## config.mk

```make
export PLATFORM = sky130hd
export DESIGN_NAME = mem_cycle_ctl
export DESIGN_NICKNAME = d
export VERILOG_FILES = /design/src/rtl/mem_cycle_ctl.sv
export SDC_FILE = /design/constraint.sdc
export NUM_CORES = 1
export LEC_CHECK = 0
export ABC_AREA = 0
export CORE_MARGIN = 2
export CORE_UTILIZATION = 50
export CTS_BUF_LIST = sky130_fd_sc_hd__clkbuf_8
export CTS_CLUSTER_SIZE = 8
export DETAILED_ROUTE_END_ITERATION = 7
export PLACE_DENSITY = 0.85
export REMOVE_ABC_BUFFERS = 1
export SYNTH_ARGS = -nofsm -noshare
export SYNTH_HDL_FRONTEND = slang
export SYNTH_SLANG_ARGS = --single-unit
```

## constraint.sdc

```tcl
create_clock -name clk -period 3.41 [get_ports clk]
set_input_delay 0.682 -clock clk [delete_from_list [all_inputs] [get_ports clk]]
set_output_delay 0.682 -clock clk [all_outputs]
set_load 0.01 [all_outputs]
```

## src/rtl/mem_cycle_ctl.sv

```systemverilog
// CPU-side initiator for the 32k x 12 core memory responder: issues a start,
// captures read data on strobe, supplies write-back data and waits for done.
module mem_cycle_ctl #(
  parameter int TIMEOUT = 200,
  parameter int AW      = 15,
  parameter int DW      = 12
) (
  input  logic          clk,
  input  logic          rst_n,
  input  logic          req,
  input  logic          req_write,
  input  logic [AW-1:0] req_addr,
  input  logic [DW-1:0] wr_data,
  output logic          busy,
  output logic          done,
  output logic          err,
  output logic [DW-1:0] rd_data,
  output logic          mem_start,
  output logic [AW-1:0] mem_addr,
  output logic [DW-1:0] mem_data_in,
  input  logic [DW-1:0] mem_data_out,
  input  logic          strobe_n,
  input  logic          mem_done_n
);

  localparam int TW = $clog2(TIMEOUT + 1);

  typedef enum logic [2:0] {IDLE, ARM, WAIT_STROBE, WAIT_DONE, DONE} state_t;

  state_t        state;
  logic [TW-1:0] timer;
  logic          wr_q;
  logic [DW-1:0] wdata_q;
  logic          seen_strobe;
  logic          timeout_hit;

  // timer counts edges since mem_start rose; the abort lands TIMEOUT edges later
  assign timeout_hit = (timer == TW'(TIMEOUT - 1));

  always_ff @(posedge clk or negedge rst_n) begin
    if (!rst_n) begin
      state       <= IDLE;
      timer       <= '0;
      wr_q        <= 1'b0;
      wdata_q     <= '0;
      seen_strobe <= 1'b0;
      busy        <= 1'b0;
      done        <= 1'b0;
      err         <= 1'b0;
      rd_data     <= '0;
      mem_start   <= 1'b0;
      mem_addr    <= '0;
      mem_data_in <= '0;
    end else begin
      done <= 1'b0;
      case (state)
        IDLE: if (req) begin
          mem_addr    <= req_addr;
          wr_q        <= req_write;
          wdata_q     <= wr_data;
          busy        <= 1'b1;
          mem_start   <= 1'b1;
          timer       <= '0;
          err         <= 1'b0;
          seen_strobe <= 1'b0;
          state       <= ARM;
        end
        // mem_done_n is still low from the previous cycle until the responder restarts
        ARM: begin
          timer <= timer + 1'b1;
          if (timeout_hit) begin
            mem_start <= 1'b0;
            err       <= 1'b1;
            done      <= 1'b1;
            state     <= DONE;
          end else if (mem_done_n) begin
            state <= WAIT_STROBE;
          end
        end
        WAIT_STROBE: begin
          timer <= timer + 1'b1;
          if (timeout_hit) begin
            mem_start <= 1'b0;
            err       <= 1'b1;
            done      <= 1'b1;
            state     <= DONE;
          end else if (!strobe_n) begin
            // strobe wins over a coincident done; completion follows next edge
            rd_data     <= mem_data_out;
            mem_data_in <= wr_q ? wdata_q : mem_data_out;
            seen_strobe <= 1'b1;
            state       <= WAIT_DONE;
          end else if (!mem_done_n) begin
            mem_start <= 1'b0;
            err       <= 1'b1;
            done      <= 1'b1;
            state     <= DONE;
          end
        end
        WAIT_DONE: begin
          timer <= timer + 1'b1;
          if (!mem_done_n) begin
            mem_start <= 1'b0;
            err       <= err | ~seen_strobe;
            done      <= 1'b1;
            state     <= DONE;
          end else if (timeout_hit) begin
            mem_start <= 1'b0;
            err       <= 1'b1;
            done      <= 1'b1;
            state     <= DONE;
          end
        end
        DONE: begin
          busy  <= 1'b0;
          state <= IDLE;
        end
        default: state <= IDLE;
      endcase
    end
  end

endmodule

```

==> impl_metrics.json, run 1 <==
{
  "clockBufferDepth": 2,
  "fmax_mhz": 404.3,
  "arrival_ns": 2.69,
  "critical_path_class": "reg -> reg",
  "max_slew.worst_pin.slew_ns": 0.9421,
  "fp.coreArea_um2": 5507,
  "antenna-diode-count": 0,
  "crit_path_top_delay_cell": "o2111ai_4",
  "wire_length_per_cell_um": 14.41,
  "die_wd_um": 79.72,
  "timing.clock.skew_ns": 0.006819,
  "r2r-start": "timer[1]$_DFFE_PN0P_",
  "total_die_area_um2": 6354,
  "rows": 27,
  "via_count_normalized_by_instance_count": 5.194,
  "detailroute.via_count": 2306,
  "drc": 0,
  "io_buffers": 87,
  "hold_viol_final": 0,
  "tritoncts_clock_tree": "done",
  "layout.nets": 414,
  "crit_path_cell_trace": "ha_1 > or3b_4 > o2111ai_4 > mux2_2",
  "cts_buffers": 9,
  "grt_start_max_net_pins": 69,
  "hold_path_end": "mem_addr[12]$_DFFE_PN0P_",
  "critPathMaxFanout": 37,
  "reg2regPathDepth": 4,
  "cts_num_sinks": 68,
  "p_per_area_nw_per_um2": 882.1,
  "initial_detailed_routing_violation_count": 133,
  "synth.distinct_cells": 37,
  "ctsRootBufferMaster": "clkbuf_8",
  "worst-endpoint-required_ns": 3.62,
  "drv_cap": 0,
  "route.antenna.remaining_nets": 0,
  "die_height_um": 79.72,
  "static-leakage-power_nw": 1.845,
  "min_path_type": "reg -> reg",
  "design_power_total_mw": 3.514,
  "fin_setup_tns_ns": 0,
  "grt_pass1_wl_mm": 10.65,
  "min_period_over_period_pct": 72.54,
  "hold_path_startpoint": "mem_addr[12]$_DFFE_PN0P_",
  "post_cts_buffers": 0,
  "synth_area_um2": 2866,
  "grt_antenna_before_repair": 0,
  "gp_congestion": 0.8494,
  "grt.overflow.total": 0,
  "post_synth_inst_count": 281,
  "count_of_final_max_slew_check_failures": 0,
  "timing.final.setup_violations": 0,
  "finalCriticalPeriod_ns": 2.473,
  "multi_input_logic_area_um2": 1082,
  "yosysWarningCount": 0,
  "setup.worst_path.end_class": "register",
  "post_cts_resized": 0,
  "area.growth.synth_to_final_pct": 38.98,
  "postSynthRegisterBits": 68,
  "unrepaired_setup_endpoints_after_global_routing": "false",
  "slew_headroom_pct": 37.16,
  "detailedPlacementHpwl_mm": 4.402,
  "final.fill_count": 406,
  "drt_wl_total_mm": 6.398,
  "insertion_delay_ns": 0.33,
  "start_util_pct": 52.06,
  "clock_transition_at_the_registers_of_the_reported_paths_ns": 0.07,
  "htreeDepth": 3,
  "first_global_vias": 2253,
  "setup.reg_to_reg.worst_slack_ns": 0.94,
  "register_area_um2": 1702,
  "detailedRoute.firstPassIterationCount": 5,
  "layout-drive-gt1-share_pct": 8.065,
  "synthesized_area_per_cell_um2": 10.20,
  "outcome": "completed",
  "timing.critical_path.max_delay_family": "compound AO/OA/AOI/OAI gates",
  "grt.total_usage_pct": 21.91,
  "start_kind": "register",
  "worstPathBufferInverterCount": 0,
  "critPathMaxStageDelay_ns": 0.76,
  "worst_hold_path.num_cells": 2,
  "ioPinCount": 88,
  "critical_path.reg2reg.endpoint": "rd_data[5]$_DFFE_PN0P_",
  "synth_seq_area_share_pct": 59.36,
  "irDropWorstVdd_v": 0.0004062,
  "ctsHoldBuffers": 0
}
==> cell usage after synthesis <==
| cell type | number | area [um2] |
|---|---|---|
| nand2_1 | 100 | 375.4 |
| dfrtp_1 | 68 | 1702 |
| o21ai_0 | 23 | 115.1 |
| mux2i_1 | 12 | 120.1 |
| clkbuf_1 | 9 | 33.78 |
| mux2_2 | 8 | 90.09 |
| nor2_1 | 6 | 22.52 |
| mux2_1 | 5 | 56.30 |
| nand3_1 | 5 | 25.02 |
| nand4_1 | 5 | 31.28 |
| a21oi_1 | 4 | 20.02 |
| and3_1 | 3 | 18.77 |
| buf_2 | 3 | 15.01 |
| inv_1 | 3 | 11.26 |
| a221oi_1 | 2 | 17.52 |
| a31oi_1 | 2 | 12.51 |
| nand2b_1 | 2 | 12.51 |
| xor2_1 | 2 | 17.52 |
| a211o_1 | 1 | 8.760 |
| a22o_1 | 1 | 8.760 |
| a32o_1 | 1 | 10.01 |
| buf_1 | 1 | 3.750 |
| buf_4 | 1 | 7.510 |
| buf_6 | 1 | 11.26 |
| ha_1 | 1 | 12.51 |
| nand4b_1 | 1 | 8.760 |
| nor2b_1 | 1 | 6.260 |
| nor3_1 | 1 | 5.000 |
| o2111ai_4 | 1 | 26.28 |
| o21a_1 | 1 | 7.510 |
| o21ai_1 | 1 | 5.000 |
| o21ba_2 | 1 | 10.01 |
| o22ai_1 | 1 | 6.260 |
| o31a_1 | 1 | 8.760 |
| or2_0 | 1 | 6.260 |
| or2_2 | 1 | 6.260 |
| or3b_4 | 1 | 11.26 |
==> sequential cells by signal (all words and copies together) (netlist names) <==
signal and flops:
state 3, done 1, timer 8, mem_start 1, wr_q 1, busy 1, mem_addr 15, wdata_q 12
rd_data 12, err 1, seen_strobe 1, mem_data_in 12
==> cell type report <==
type,count,area share [%]
tap,72,2.261
timing repair buffer,91,22.49
inverter,3,0.2827
sequential,68,42.71
multi-input combinational,195,27.17
clock buffer,12,4.146
clock inverter,3,0.9422
==> how the worst max path moves through the flow <==
stage | start | end | slack, ns | depth (start not counted)
2_1_floorplan | timer[0]$_DFFE_PN0P_ | rd_data[11]$_DFFE_PN0P_ | 1.28 | 4
3_3_place_gp | req | wdata_q[8]$_DFFE_PN0P_ | 0.90 | 5
3_5_place_dp | req | wdata_q[2]$_DFFE_PN0P_ | 0.87 | 5
4_1_cts | timer[1]$_DFFE_PN0P_ | rd_data[5]$_DFFE_PN0P_ | 0.95 | 4
5_1_grt | timer[1]$_DFFE_PN0P_ | rd_data[5]$_DFFE_PN0P_ | 0.80 | 4
6_report | timer[1]$_DFFE_PN0P_ | rd_data[5]$_DFFE_PN0P_ | 0.94 | 4
==> report_power, final <==
group | internal (mW) | leakage [nW] | switching (mW)
Sequential | 1.16 | 0.849 | 0.268
Combinational | 0.774 | 0.884 | 0.639
Clock | 0.389 | 0.111 | 0.282
Total | 2.33 | 1.84 | 1.19
==> per-layer routing <==
metal  routed length, um  global-route usage, %  share of wire, %  up-vias
met5                   0                      0                 0        -
met4                 111                  10.69               1.7        0
met2                2927                  33.36                46       88
li1                    -                      -                 -     1113
met3                 544                  5.543               8.5        9
met1                2814                  29.33                44     1096
==> layout by cell type (no fill, tap or decap), drive strengths merged, types with 5 or more instances in the layout <==
master,count
nor2,6
nand4,5
clkbuf,12
clkdlybuf4s50,86
o21ai,24
buf,5
nand3,5
dfrtp,68
mux2,13
inv,5
nand2,100
mux2i,12
==> through the flow <==
step           instances  area (um2)  hold slack [ns]  worst slack [ns]  util [%]
5_1_grt              444        3984           0.5014            0.7975     72.35
6_report             444        3984           0.4822            0.9365     72.35
2_1_floorplan        266        2795           0.3864             1.282         -
3_5_place_dp         429        3781           0.4654            0.8674     68.67
4_1_cts              444        3984           0.4832            0.9499     72.35
3_3_place_gp         429        3781           0.4567            0.8980     68.67
==> cell families (layout without fill, tap and decap cells) <==
kind of cell | Yosys count | count (layout) | share of synthesized area (%)
simple gates | 127 | 127 | 18.46
flops | 68 | 68 | 59.36
compound gates | 40 | 40 | 8.949
mux | 25 | 25 | 9.297
buf+inv | 18 | 109 | 2.881
xor+xnor | 2 | 2 | 0.6112
fa+ha+maj | 1 | 1 | 0.4364
==> worst reg2reg max path, stage by stage (launching register included) <==
cell	delay [ns]
dfrtp_1	0.45
ha_1	0.28
or3b_4	0.43
o2111ai_4	0.76
mux2_2	0.43
No activity file was read; power rests on OpenSTA's default activity.
==> run 2: changes to the inputs <==
- CORE_UTILIZATION: 50 -> 44
- PLACE_DENSITY: 0.85 -> 0.79
- clock period: 3.41 -> 2.2 ns (I/O delays scaled with it)
==> run 2 against run 1 <==
Compared with the run above:
- global-route usage fell by 3.2 points
- critical path depth rose by 1
- utilization fell by 8.5 points
- final area rose by 1.2%
- sequential cell count did not move
- setup slack got worse by 0.78 ns
- critical endpoint is now rd_data[2]$_DFFE_PN0P_
- largest cell class unchanged
- largest power group unchanged
- highest routed layer unchanged
==> impl_metrics.json, run 2 (same netlist as run 1, synthesis figures left out) <==
{
  "post_cts_resized": 0,
  "multi_input_logic_area_um2": 1082,
  "drc": 0,
  "layout-drive-gt1-share_pct": 8.556,
  "tritoncts_clock_tree": "done",
  "power_report.internal_total_mw": 3.622,
  "grt_antenna_before_repair": 0,
  "finalCriticalPeriod_ns": 2.043,
  "register_area_um2": 1702,
  "io_buffers": 87,
  "grt_pass1_wl_mm": 10.49,
  "critPathMaxStageDelay_ns": 0.43,
  "cts_num_sinks": 68,
  "initial_detailed_routing_violation_count": 140,
  "max_slew.worst_pin.slew_ns": 0.6816,
  "timing.clock.skew_ns": 0.009303,
  "die_height_um": 84.72,
  "irDropWorstVdd_v": 0.0006421,
  "crit_path_top_delay_cell": "dfrtp_1",
  "count_of_final_max_slew_check_failures": 0,
  "fmax_mhz": 489.4,
  "start_kind": "register",
  "die_wd_um": 84.72,
  "register_with_the_most_flip_flops": "mem_addr",
  "layout.nets": 416,
  "power_frac_comb_pct": 40.3,
  "slew_headroom_pct": 54.56,
  "pwr-share-seq_pct": 40.7,
  "static-leakage-power_nw": 1.864,
  "critical_path.reg2reg.endpoint": "rd_data[2]$_DFFE_PN0P_",
  "min_path_type": "in -> async",
  "largest_register_ffs": 15,
  "worstPathBufferInverterCount": 1,
  "cts_buffers": 9,
  "worst-endpoint-required_ns": 2.41,
  "critical_path_class": "reg -> reg",
  "fp.coreArea_um2": 6314,
  "power.share.clock_pct": 18.9,
  "p_per_area_nw_per_um2": 1347,
  "grt.overflow.total": 0,
  "drt_wl_total_mm": 6.190,
  "clock_transition_at_the_registers_of_the_reported_paths_ns": 0.07,
  "final.fill_count": 536,
  "grt.total_usage_pct": 18.70,
  "total_die_area_um2": 7177,
  "setup.reg_to_reg.worst_slack_ns": 0.16,
  "crit_path_cell_trace": "ha_1 > or3b_4 > o2111ai_4 > buf_12 > mux2_2",
  "reg2regPathDepth": 5,
  "outcome": "completed",
  "fin_setup_tns_ns": 0,
  "arrival_ns": 2.26,
  "placedInstanceArea_um2": 3827,
  "ctsRootBufferMaster": "clkbuf_8",
  "unrepaired_setup_endpoints_after_global_routing": "false",
  "most_common_library_cell_in_the_layout_ignoring_fill_and_taps": "nand2_1",
  "htreeDepth": 3,
  "clockBufferDepth": 2,
  "antenna-diode-count": 0,
  "rows": 29,
  "timing.final.setup_violations": 0,
  "post_cts_buffers": 0,
  "hold_viol_final": 0,
  "insertion_delay_ns": 0.33,
  "first_global_vias": 2284,
  "setup.worst_path.end_class": "register",
  "power.switching_fraction_pct": 33.25,
  "r2r-start": "timer[1]$_DFFE_PN0P_",
  "hold_slack_ns": 0.06301,
  "gp_congestion": 0.8315,
  "area.growth.synth_to_final_pct": 40.59,
  "route.antenna.remaining_nets": 0,
  "detailroute.via_count": 2276,
  "drv_cap": 0,
  "layout_common_cells": "nand2_1 (100), clkdlybuf4s50_1 (86), dfrtp_1 (68)",
  "ioPinCount": 88,
  "grt_start_max_net_pins": 51,
  "power.switching_mw": 1.805,
  "wire_length_per_cell_um": 13.73,
  "timing.critical_path.max_delay_family": "flip-flops",
  "via_count_normalized_by_instance_count": 5.047,
  "ctsHoldBuffers": 0,
  "final_area_um2": 4030,
  "detailedPlacementHpwl_mm": 4.345,
  "detailedRoute.firstPassIterationCount": 4,
  "start_util_pct": 45.40,
  "critPathMaxFanout": 37,
  "min_period_over_period_pct": 92.88
}
==> run 2: cell count changes in the layout (fill, tap and decap cells not counted), sizes merged <==
cell and change:
buf +2
==> run 2: metrics by stage <==
step	power [mW]	setup slack [ns]	utilization (%)	cells
6_report	5.427	0.1566	63.83	451
5_1_grt	5.846	0.05983	63.83	451
4_1_cts	5.495	0.1735	63.83	451
3_5_place_dp	4.440	0.1763	60.62	436
3_3_place_gp	4.361	0.2513	60.62	436
2_1_floorplan	3.271	0.07151	-	266
==> run 2: worst max path at each step <==
stage | start | endpoint | cells past startpoint
6_report | timer[1]$_DFFE_PN0P_ | rd_data[2]$_DFFE_PN0P_ | 5
5_1_grt | timer[0]$_DFFE_PN0P_ | rd_data[2]$_DFFE_PN0P_ | 5
4_1_cts | timer[0]$_DFFE_PN0P_ | rd_data[2]$_DFFE_PN0P_ | 5
3_5_place_dp | timer[0]$_DFFE_PN0P_ | rd_data[2]$_DFFE_PN0P_ | 5
3_3_place_gp | timer[0]$_DFFE_PN0P_ | rd_data[3]$_DFFE_PN0P_ | 5
2_1_floorplan | timer[0]$_DFFE_PN0P_ | rd_data[11]$_DFFE_PN0P_ | 4
==> run 2: worst register-to-register path, delay by kind of cell (launching register included) <==
kind / cells / cell delay (ns)
AOI/OAI and AO/OA: 1 / 0.22
adders and majority gates: 1 / 0.26
buffers and inverters: 1 / 0.22
DFF: 1 / 0.43
muxes: 1 / 0.37
and+or+nand+nor: 1 / 0.43
==> run 2: layout make-up <==
class / count / area share, %
repair buffers: 93 / 23.22
clock buffers: 12 / 4.098
flip-flops and latches: 68 / 42.22
clock inverters: 3 / 0.9314
multi-input cells: 195 / 26.86
inverters: 3 / 0.2794
well taps: 77 / 2.391
==> run 2: routing by layer <==
metal	track usage, %	wire length, um	up-vias
met4	8.225	82	0
met1	24.51	2789	1079
met2	28.85	2866	68
met5	0	0	-
li1	-	-	1123
met3	5.703	451	6
==> run 2: power by group through the flow <==
stage / combinational (mW) / clock [mW] / sequential (mW)
finish: 2.19 / 1.03 / 2.21
global route: 2.44 / 1.12 / 2.29
CTS: 2.22 / 1.06 / 2.21
detailed placement: 2.21 / 0 / 2.23
global placement: 2.15 / 0 / 2.21
floorplan: 0.939 / 0 / 2.33
==> run 3: changes to the inputs <==
- CORE_UTILIZATION: 44 -> 29
- PLACE_DENSITY: 0.79 -> not set
==> run 3 against run 2 <==
Compared with the run above:
- sequential power hardly changed
- largest power group unchanged
- combinational power hardly changed
- wire length grew 8.9%
- sequential cell count stayed put
- critical path type unchanged
- critical endpoint is now err$_DFFE_PN0P_
- clock power decreased by 8%
- first-iteration DRC count fell by 40%
- utilization is 22 points lower
- final area rose by 1.5%
- maximum frequency about the same
- non-clock buffer count is 1 lower
==> impl_metrics.json, run 3 (same netlist as run 1, synthesis figures left out) <==
{
  "register_with_the_most_flip_flops": "mem_addr",
  "most_common_library_cell_in_the_layout_ignoring_fill_and_taps": "nand2_1",
  "slew_headroom_pct": 49.66,
  "max_slew.worst_pin.slew_ns": 0.7551,
  "detailedPlacementHpwl_mm": 4.535,
  "grt_pass1_wl_mm": 10.76,
  "hold_viol_final": 0,
  "drc": 0,
  "grt_start_max_net_pins": 38,
  "grt.total_usage_pct": 13.08,
  "numPlacedInstances": 491,
  "die_height_um": 103.4,
  "post_cts_resized": 0,
  "grt_antenna_before_repair": 0,
  "route.antenna.remaining_nets": 0,
  "design_power_total_mw": 5.372,
  "layout-drive-gt1-share_pct": 9.091,
  "total_die_area_um2": 10700,
  "tritoncts_clock_tree": "done",
  "final.fill_count": 961,
  "post_cts_buffers": 0,
  "largest_register_ffs": 15,
  "unrepaired_setup_endpoints_after_global_routing": "false",
  "count_of_final_max_slew_check_failures": 0,
  "irDropWorstVdd_v": 0.0004579,
  "ctsHoldBuffers": 0,
  "cts_buffers": 9,
  "layout_common_cells": "nand2_1 (100), clkdlybuf4s50_1 (86), dfrtp_1 (68)",
  "min_path_type": "in -> async",
  "wire_length_per_cell_um": 13.29,
  "timing.clock.skew_ns": 0.008272,
  "drt_wl_total_mm": 6.740,
  "fin_setup_tns_ns": 0,
  "detailedRoute.firstPassIterationCount": 4,
  "timing.final.setup_violations": 0,
  "critical_path_class": "reg -> reg",
  "start_kind": "register",
  "initial_detailed_routing_violation_count": 84,
  "register_area_um2": 1702,
  "antenna-diode-count": 0,
  "layout.nets": 415,
  "htreeDepth": 3,
  "critPathMaxFanout": 7,
  "outcome": "completed",
  "rows": 36,
  "critical_path.reg2reg.endpoint": "err$_DFFE_PN0P_",
  "clockBufferDepth": 2,
  "setup.worst_path.end_class": "register",
  "via_count_normalized_by_instance_count": 4.538,
  "worst-endpoint-required_ns": 2.42,
  "first_global_vias": 2247,
  "drv_cap": 0,
  "fp.coreArea_um2": 9684,
  "cts_num_sinks": 68,
  "p_per_area_nw_per_um2": 1314,
  "r2r-start": "timer[0]$_DFFE_PN0P_",
  "area.growth.synth_to_final_pct": 42.65,
  "gp_congestion": 0.8116,
  "detailroute.via_count": 2301,
  "reg2regPathDepth": 5,
  "finalCriticalPeriod_ns": 2.045,
  "start_util_pct": 29.60,
  "die_wd_um": 103.4,
  "setup.reg_to_reg.worst_slack_ns": 0.15,
  "fmax_mhz": 488.9,
  "grt.overflow.total": 0,
  "multi_input_logic_area_um2": 1082,
  "ctsRootBufferMaster": "clkbuf_8",
  "io_buffers": 87,
  "static-leakage-power_nw": 1.851,
  "clock_transition_at_the_registers_of_the_reported_paths_ns": 0.07,
  "min_period_over_period_pct": 92.97,
  "arrival_ns": 2.27,
  "insertion_delay_ns": 0.33,
  "ioPinCount": 88,
  "final_cells": 507
}
[run 3: worst max path at each step]
stage | start | endpoint | slack (ns)
after floorplan | timer[0]$_DFFE_PN0P_ | rd_data[11]$_DFFE_PN0P_ | 0.07
after global placement | timer[0]$_DFFE_PN0P_ | err$_DFFE_PN0P_ | 0.24
after detailed placement | timer[0]$_DFFE_PN0P_ | err$_DFFE_PN0P_ | 0.18
after CTS | timer[0]$_DFFE_PN0P_ | err$_DFFE_PN0P_ | 0.17
after global routing | timer[1]$_DFFE_PN0P_ | err$_DFFE_PN0P_ | 0.08
final | timer[0]$_DFFE_PN0P_ | err$_DFFE_PN0P_ | 0.15
[run 3: per-layer routing]
layer	track usage (%)	share of wire, %
met5	0	0
met2	21.54	46
met3	5.376	7.4
met1	16.10	46
met4	3.036	0.79
[run 3: power breakdown]
part           internal, mW  total [mW]  switching, mW
sequential             1.80        2.21          0.410
combinational          1.23        2.21          0.986
clock                 0.473       0.948          0.476
[run 3: layout make-up]
cell class / count / share of cell area [%]
Inverter: 3 / 0.2754
Clock inverter: 5 / 0.8568
Tap cell: 133 / 4.070
Multi-Input combinational cell: 195 / 26.47
Timing Repair Buffer: 92 / 23.01
Clock buffer: 11 / 3.703
Sequential cell: 68 / 41.62
[run 3: per-stage QoR]
step | util, % | worst slack (ns) | area, um2 | hold slack, ns
global placement | 40.30 | 0.2420 | 3902 | 0.4574
detailed placement | 40.30 | 0.1775 | 3902 | 0.4624
global route | 42.22 | 0.07871 | 4089 | 0.1659
finish | 42.22 | 0.1546 | 4089 | 0.1335
CTS | 42.22 | 0.1709 | 4089 | 0.1396
floorplan | - | 0.07151 | 2795 | 0.1444
[run 3: worst max-delay path, stage by stage (launching register included)]
cell and delay (ns):
dfrtp_1 0.43, ha_1 0.25, or3b_4 0.42, or2_0 0.33, a211o_1 0.30, a32o_1 0.20
